`src/rtl/producer_fsm_mc_if.sv`:
```
// Handshake/bus bundle between the multi-channel producer and its consumer pipelines.
interface producer_fsm_mc_if #(
  parameter int unsigned NUM_CH = 2,
  parameter int unsigned DATA_W = 32
);
  logic                       start;
  logic                       stall;
  logic [NUM_CH-1:0]          ch_enable;
  logic                       mode;
  logic [15:0]                num_items;
  logic [NUM_CH-1:0]          flush_req;
  logic [NUM_CH*DATA_W-1:0]   data_out;
  logic [NUM_CH-1:0]          in_valid;
  logic [NUM_CH-1:0]          flush;
  logic                       busy;
  logic                       done;

  modport master (
    input  start, stall, ch_enable, mode, num_items, flush_req,
    output data_out, in_valid, flush, busy, done
  );

  modport slave (
    output start, stall, ch_enable, mode, num_items, flush_req,
    input  data_out, in_valid, flush, busy, done
  );
endinterface

```
`src/rtl/producer_fsm_mc.sv`:
```
// Multi-channel stimulus producer: NUM_CH counter/LFSR streams with global stall
// and per-channel flush-and-restart.
module producer_fsm_mc #(
  parameter int unsigned NUM_CH    = 2,
  parameter int unsigned DATA_W    = 32,
  parameter logic [31:0] LFSR_TAPS = 32'h8020_0003,
  parameter logic [31:0] LFSR_SEED = 32'h0000_ACE1
) (
  input logic               clk,
  input logic               reset,
  producer_fsm_mc_if.master bus
);

  localparam int unsigned CNT_W = DATA_W - 8;
  localparam logic [DATA_W-1:0] TAPS = DATA_W'(LFSR_TAPS);
  localparam logic [DATA_W-1:0] SEED = DATA_W'(LFSR_SEED);

  typedef enum logic [1:0] {S_IDLE, S_RUN, S_DONE} state_t;

  state_t                         state_q, state_d;
  logic [NUM_CH-1:0]              en_q, en_d;
  logic                           mode_q, mode_d;
  logic [15:0]                    num_q, num_d;
  logic [NUM_CH-1:0][DATA_W-1:0]  data_q, data_d;
  logic [NUM_CH-1:0][DATA_W-1:0]  gen_q, gen_d;
  logic [NUM_CH-1:0][15:0]        sent_q, sent_d;
  logic [NUM_CH-1:0]              valid_q, valid_d;
  logic [NUM_CH-1:0]              flush_q, flush_d;
  logic                           busy_q, done_q;
  logic                           all_idle;

  // Word 0 of channel ch: counter {ch, 0} or the per-channel LFSR seed.
  function automatic logic [DATA_W-1:0] first_word(input int unsigned ch, input logic m);
    logic [DATA_W-1:0] w;
    if (m) begin
      w = SEED ^ DATA_W'(ch + 32'd1);
    end else begin
      w = '0;
      w[DATA_W-1 -: 8] = 8'(ch);
    end
    return w;
  endfunction

  // Successor word; the counter keeps the channel tag in the top byte.
  function automatic logic [DATA_W-1:0] next_word(input logic [DATA_W-1:0] w, input logic m);
    logic [DATA_W-1:0] n;
    if (m) begin
      n = w[0] ? ((w >> 1) ^ TAPS) : (w >> 1);
    end else begin
      n = w;
      n[CNT_W-1:0] = w[CNT_W-1:0] + CNT_W'(1);
    end
    return n;
  endfunction

  always_comb begin
    state_d  = state_q;
    en_d     = en_q;
    mode_d   = mode_q;
    num_d    = num_q;
    data_d   = data_q;
    gen_d    = gen_q;
    sent_d   = sent_q;
    valid_d  = valid_q;
    flush_d  = '0;
    all_idle = 1'b1;

    case (state_q)
      S_IDLE: begin
        if (bus.start) begin
          en_d    = bus.ch_enable;
          mode_d  = bus.mode;
          num_d   = bus.num_items;
          valid_d = '0;
          sent_d  = '0;
          if (bus.num_items == 16'd0 || bus.ch_enable == '0) begin
            state_d = S_DONE;
          end else begin
            state_d = S_RUN;
            for (int unsigned i = 0; i < NUM_CH; i++) begin
              if (bus.ch_enable[i]) begin
                data_d[i]  = first_word(i, bus.mode);
                gen_d[i]   = next_word(data_d[i], bus.mode);
                sent_d[i]  = 16'd1;
                valid_d[i] = 1'b1;
              end
            end
          end
        end
      end

      S_RUN: begin
        for (int unsigned i = 0; i < NUM_CH; i++) begin
          // Flush wins over stall and over consume/load on the same edge.
          if (en_q[i] && bus.flush_req[i]) begin
            flush_d[i] = 1'b1;
            valid_d[i] = 1'b0;
            sent_d[i]  = 16'd0;
            gen_d[i]   = first_word(i, mode_q);
          end else if (en_q[i] && !(valid_q[i] && bus.stall)) begin
            if (sent_q[i] < num_q) begin
              data_d[i]  = gen_q[i];
              gen_d[i]   = next_word(gen_q[i], mode_q);
              sent_d[i]  = sent_q[i] + 16'd1;
              valid_d[i] = 1'b1;
            end else begin
              valid_d[i] = 1'b0;
            end
          end
          if (en_q[i] && (valid_d[i] || sent_d[i] < num_q)) begin
            all_idle = 1'b0;
          end
        end
        if (all_idle) begin
          state_d = S_DONE;
        end
      end

      S_DONE: state_d = S_IDLE;

      default: state_d = S_IDLE;
    endcase
  end

  always_ff @(posedge clk) begin
    if (!reset) begin
      state_q <= S_IDLE;
      en_q    <= '0;
      mode_q  <= 1'b0;
      num_q   <= 16'd0;
      data_q  <= '0;
      gen_q   <= '0;
      sent_q  <= '0;
      valid_q <= '0;
      flush_q <= '0;
      busy_q  <= 1'b0;
      done_q  <= 1'b0;
    end else begin
      state_q <= state_d;
      en_q    <= en_d;
      mode_q  <= mode_d;
      num_q   <= num_d;
      data_q  <= data_d;
      gen_q   <= gen_d;
      sent_q  <= sent_d;
      valid_q <= valid_d;
      flush_q <= flush_d;
      busy_q  <= (state_d == S_RUN);
      done_q  <= (state_d == S_DONE);
    end
  end

  assign bus.data_out = data_q;
  assign bus.in_valid = valid_q;
  assign bus.flush    = flush_q;
  assign bus.busy     = busy_q;
  assign bus.done     = done_q;

endmodule

```
`src/flat_wrapper.sv`:
```
// flat-port wrapper written by rule: the top's interface ports become plain ports
module producer_fsm_mc_flat 
#(
  parameter int unsigned NUM_CH    = 2,
  parameter int unsigned DATA_W    = 32,
  parameter logic [31:0] LFSR_TAPS = 32'h8020_0003,
  parameter logic [31:0] LFSR_SEED = 32'h0000_ACE1
)
  (clk, reset, bus_start, bus_stall, bus_ch_enable, bus_mode, bus_num_items, bus_flush_req, bus_data_out, bus_in_valid, bus_flush, bus_busy, bus_done);
  producer_fsm_mc_if #(.NUM_CH(NUM_CH), .DATA_W(DATA_W)) bus_i ();
  input logic clk;
  input logic reset;
  input wire logic [$bits(bus_i.start)-1:0] bus_start;
  input wire logic [$bits(bus_i.stall)-1:0] bus_stall;
  input wire logic [$bits(bus_i.ch_enable)-1:0] bus_ch_enable;
  input wire logic [$bits(bus_i.mode)-1:0] bus_mode;
  input wire logic [$bits(bus_i.num_items)-1:0] bus_num_items;
  input wire logic [$bits(bus_i.flush_req)-1:0] bus_flush_req;
  output wire logic [$bits(bus_i.data_out)-1:0] bus_data_out;
  output wire logic [$bits(bus_i.in_valid)-1:0] bus_in_valid;
  output wire logic [$bits(bus_i.flush)-1:0] bus_flush;
  output wire logic [$bits(bus_i.busy)-1:0] bus_busy;
  output wire logic [$bits(bus_i.done)-1:0] bus_done;
  assign bus_i.start = bus_start;
  assign bus_i.stall = bus_stall;
  assign bus_i.ch_enable = bus_ch_enable;
  assign bus_i.mode = bus_mode;
  assign bus_i.num_items = bus_num_items;
  assign bus_i.flush_req = bus_flush_req;
  assign bus_data_out = bus_i.data_out;
  assign bus_in_valid = bus_i.in_valid;
  assign bus_flush = bus_i.flush;
  assign bus_busy = bus_i.busy;
  assign bus_done = bus_i.done;
  producer_fsm_mc #(.NUM_CH(NUM_CH), .DATA_W(DATA_W), .LFSR_TAPS(LFSR_TAPS), .LFSR_SEED(LFSR_SEED)) u_core (.clk(clk), .reset(reset), .bus(bus_i));
endmodule
```
`config.mk`:
```
export PLATFORM = sky130hd
export DESIGN_NAME = producer_fsm_mc_flat
export DESIGN_NICKNAME = d
export VERILOG_FILES = /design/src/rtl/producer_fsm_mc_if.sv /design/src/rtl/producer_fsm_mc.sv /design/src/flat_wrapper.sv
export SDC_FILE = /design/constraint.sdc
export NUM_CORES = 1
export LEC_CHECK = 0
export ABC_AREA = 1
export CAP_MARGIN = 20
export CORE_MARGIN = 4
export CORE_UTILIZATION = 58
export DETAILED_ROUTE_END_ITERATION = 8
export GPL_TIMING_DRIVEN = 0
export HOLD_SLACK_MARGIN = 0.06
export PLACE_DENSITY_LB_ADDON = 0.3
export SLEW_MARGIN = 20
export SYNTH_ARGS = -nofsm -noshare
export SYNTH_HDL_FRONTEND = slang
export SYNTH_SLANG_ARGS = --single-unit
```
`constraint.sdc`:
```
create_clock -name clk -period 4.3 [get_ports clk]
set_input_delay 0.43 -clock clk [delete_from_list [all_inputs] [get_ports clk]]
set_output_delay 0.43 -clock clk [all_outputs]
set_load 0.005 [all_outputs]
```
==> flow_summary.ini <==
[sta]
maxSlewViolCount = 0
timing.fmax_ghz = 0.243
worst_slew_pin_slew_ns = 0.905
max_slew_margin = 0.396
fin_skew_ns = 0.0106
period_needed_ns = 4.12
fin_crit_sh = 0.959
hold_viol_final = 0
whs_ns = 0.472
finalSetupViolCount = 0

[critical_path]
ff2ff_setup_slack_ns = 0.18
crit_buf_inv = 5
critPathArrivalTime_ns = 4.50
r2r_cells = 28
max_stage_delay_ns = 0.41
r2r_end = u_core.bus.busy
path_max_fanout = 5
crit_slowest_cell = a2111oi_2
endpoint_kind = register
crit_required_ns = 4.68
critical_path.top_delay_family = simple AND/OR/NAND/NOR gates
crit_path_frequent_cell = nand2_1
path_class = register to register
r2r-start = u_core.num_q[9]
cp-start-kind = register

[routing]
finalWirelength_um = 33600
first_pass_iters = 6
via_per_inst = 6.01
num_vias = 11000
drt_iter0_drc = 1360
drc = 0
ant_nets = 0
routedWlPerCell_um = 18.3

[cells_and_area]
seq_area_um2 = 3740
areaGrowthSynthToFinish_pct = 18.5
final_area_um2 = 12300
antenna_cells = 0
mostFrequentLayoutCells = nand2_1, dfxtp_1, a21oi_1
final_cells = 1835
n_fill_cell = 1489
multi_input_area_um2 = 5770
layout-drive-gt1-share = 0.0559
final_common_cell = nand2_1
nets = 1686

[power]
p_leak_nw = 4.80
ir_drop_v = 0.000331
powerDensity_nw_per_um2 = 370

[logic_synthesis]
synth.avg_cell_area_um2 = 7.03
ys_seq_area_frac = 0.361
syn-cell-area_um2 = 10400
synth-edff-count = 0
syn_inst = 1476
synthArstFlopShare = 0
synthFlopType = dfxtp_1
synth-warning-count = 0
ys_ff_latch = 187
yosysUniqueCellTypes = 49
synth_nets = 1565

[place]
placed_cell_area_um2 = 11600
hpwl_um = 24500
io_buffers = 94
dp_cells = 1795
gp_routability_congestion = 0.959

[floorplan]
row_count = 48
core_area_um2 = 17400
ios = 95
die_w_um = 142
start_util = 0.596
die_h_um = 142
die_area_um2 = 20100

[clocking]
cts.path.max_buffers = 2
h-tree-depth = 4
clk_pin_slew_ns = 0.08
cts_tree = built
clk_latency_ns = 0.45
cts_root_buf = clkbuf_16
cts_sinks = 187
cts_buffers = 17
postCtsHoldBufs = 0

[min_path]
hp-class = register to register
whs_path_depth = 2
hold_start = u_core.gen_q[28]
hold-path-endpoint = u_core.gen_q[28]

[global_routing]
grt_pass1_wl_um = 53200
antenna_found_initial = 0
grt_max_degree = 19
gr-usage-all-layers = 0.329
grt_pass1_vias = 10600
grt-ovfl-total = 0

[outcome]
outcome = finished clean

[run]
cap_viol_max_count = 0
-- worst max-delay path by stage --
stage,start,endpoint,slack [ns],cells after the start
2_1_floorplan,u_core.num_q[9],u_core.state_q[0],0.90,28
3_3_place_gp,u_core.num_q[9],u_core.bus.busy,-0.11,28
5_1_grt,u_core.num_q[9],u_core.bus.busy,-0.09,28
4_1_cts,u_core.num_q[11],u_core.bus.busy,0.05,28
6_report,u_core.num_q[9],u_core.bus.busy,0.18,28
3_5_place_dp,u_core.num_q[9],u_core.bus.busy,-0.06,28
-- synthesized netlist by cell type (2+ instances only) --
cell,n,area share
a211oi_1,17,0.012
a21oi_1,156,0.075
a221oi_1,15,0.013
a22oi_1,2,0.0014
a2bb2oi_1,17,0.014
a31oi_1,24,0.014
a32oi_1,2,0.0017
buf_1,2,0.00072
buf_2,7,0.0034
clkbuf_1,63,0.023
clkinv_1,5,0.0018
dfxtp_1,187,0.36
ha_1,64,0.077
inv_1,158,0.057
inv_2,3,0.0011
nand2_1,269,0.097
nand3_1,46,0.022
nand4_1,16,0.0096
nor2_1,144,0.052
nor2_2,4,0.0024
nor2_4,2,0.0022
nor3_1,27,0.013
nor3_2,5,0.0048
nor3_4,2,0.0031
nor4_1,13,0.0078
o211ai_1,6,0.0043
o21ai_0,151,0.073
o21ai_1,4,0.0019
o221ai_1,4,0.0034
o22ai_1,14,0.0084
o31ai_1,5,0.0036
o41ai_1,3,0.0025
or3_1,8,0.0048
xor2_1,16,0.013
-- area by class of cell --
cell class                 count  area share
buffer                        73      0.0231
clock buffer                  17      0.0346
clock inverter                15      0.0143
inverter                     166      0.0507
multi-input combinational   1050       0.469
sequential                   187       0.304
tap                          225      0.0229
timing repair buffer         102      0.0814
-- worst register-to-register path, delay by kind of cell (launching register included) --
kind | cells | cell delay, ns
AND/OR/NAND/NOR | 14 | 1.60
AO/OA/AOI/OAI | 7 | 1.14
adder cells (fa/ha/maj) | 2 | 0.60
buffers and inverters | 5 | 0.39
flip-flops | 1 | 0.32
-- where the power goes --
group          switching, mW  internal [mW]  leakage, nW
Combinational          0.590          0.352         2.98
Clock                  0.773          0.881        0.295
Sequential             0.102           1.86         1.53
-- logic make-up after synthesis --
family / Yosys count / synth area share
XOR/XNOR: 17 / 0.0143
AND/OR/NAND/NOR: 542 / 0.226
buffers and inverters: 239 / 0.0874
flip-flops: 187 / 0.361
adder cells (fa/ha/maj): 64 / 0.0771
AO/OA/AOI/OAI: 427 / 0.235
-- registers in the layout, indices dropped and copies added, names as in the netlist, 2 cells and up --
register / flops
u_core.en_q: 2
u_core.bus.in_valid: 2
u_core.num_q: 16
u_core.gen_q: 64
u_core.state_q: 2
u_core.sent_q: 32
u_core.bus.flush: 2
u_core.bus.data_out: 64
-- layer usage --
layer / up-vias / wire [um] / GRT usage
li1: 5296 / - / -
met1: 5026 / 13900 / 0.434
met2: 596 / 14900 / 0.522
met3: 116 / 3440 / 0.0671
met4: 0 / 1350 / 0.147
met5: - / 0 / 0
-- through the flow --
stage | utilization | setup WS [ns] | TNS [ns] | power, mW
after detailed placement | 0.666 | -0.0601 | -0.0868 | 2.90
final | 0.706 | 0.176 | 0 | 4.56
after floorplan | - | 0.903 | 0 | 2.51
after global routing | 0.706 | -0.0914 | -0.173 | 4.73
after CTS | 0.701 | 0.0486 | 0 | 4.51
after global placement | 0.666 | -0.107 | -0.134 | 2.88
-- what timing repair did --
action,in CTS,in global routing
endpoints found under the setup margin,4,4
gates resized for setup,2,20
setup buffers,0,8
pin swaps,0,8
Note: power is estimated with default switching activity, not from simulation.
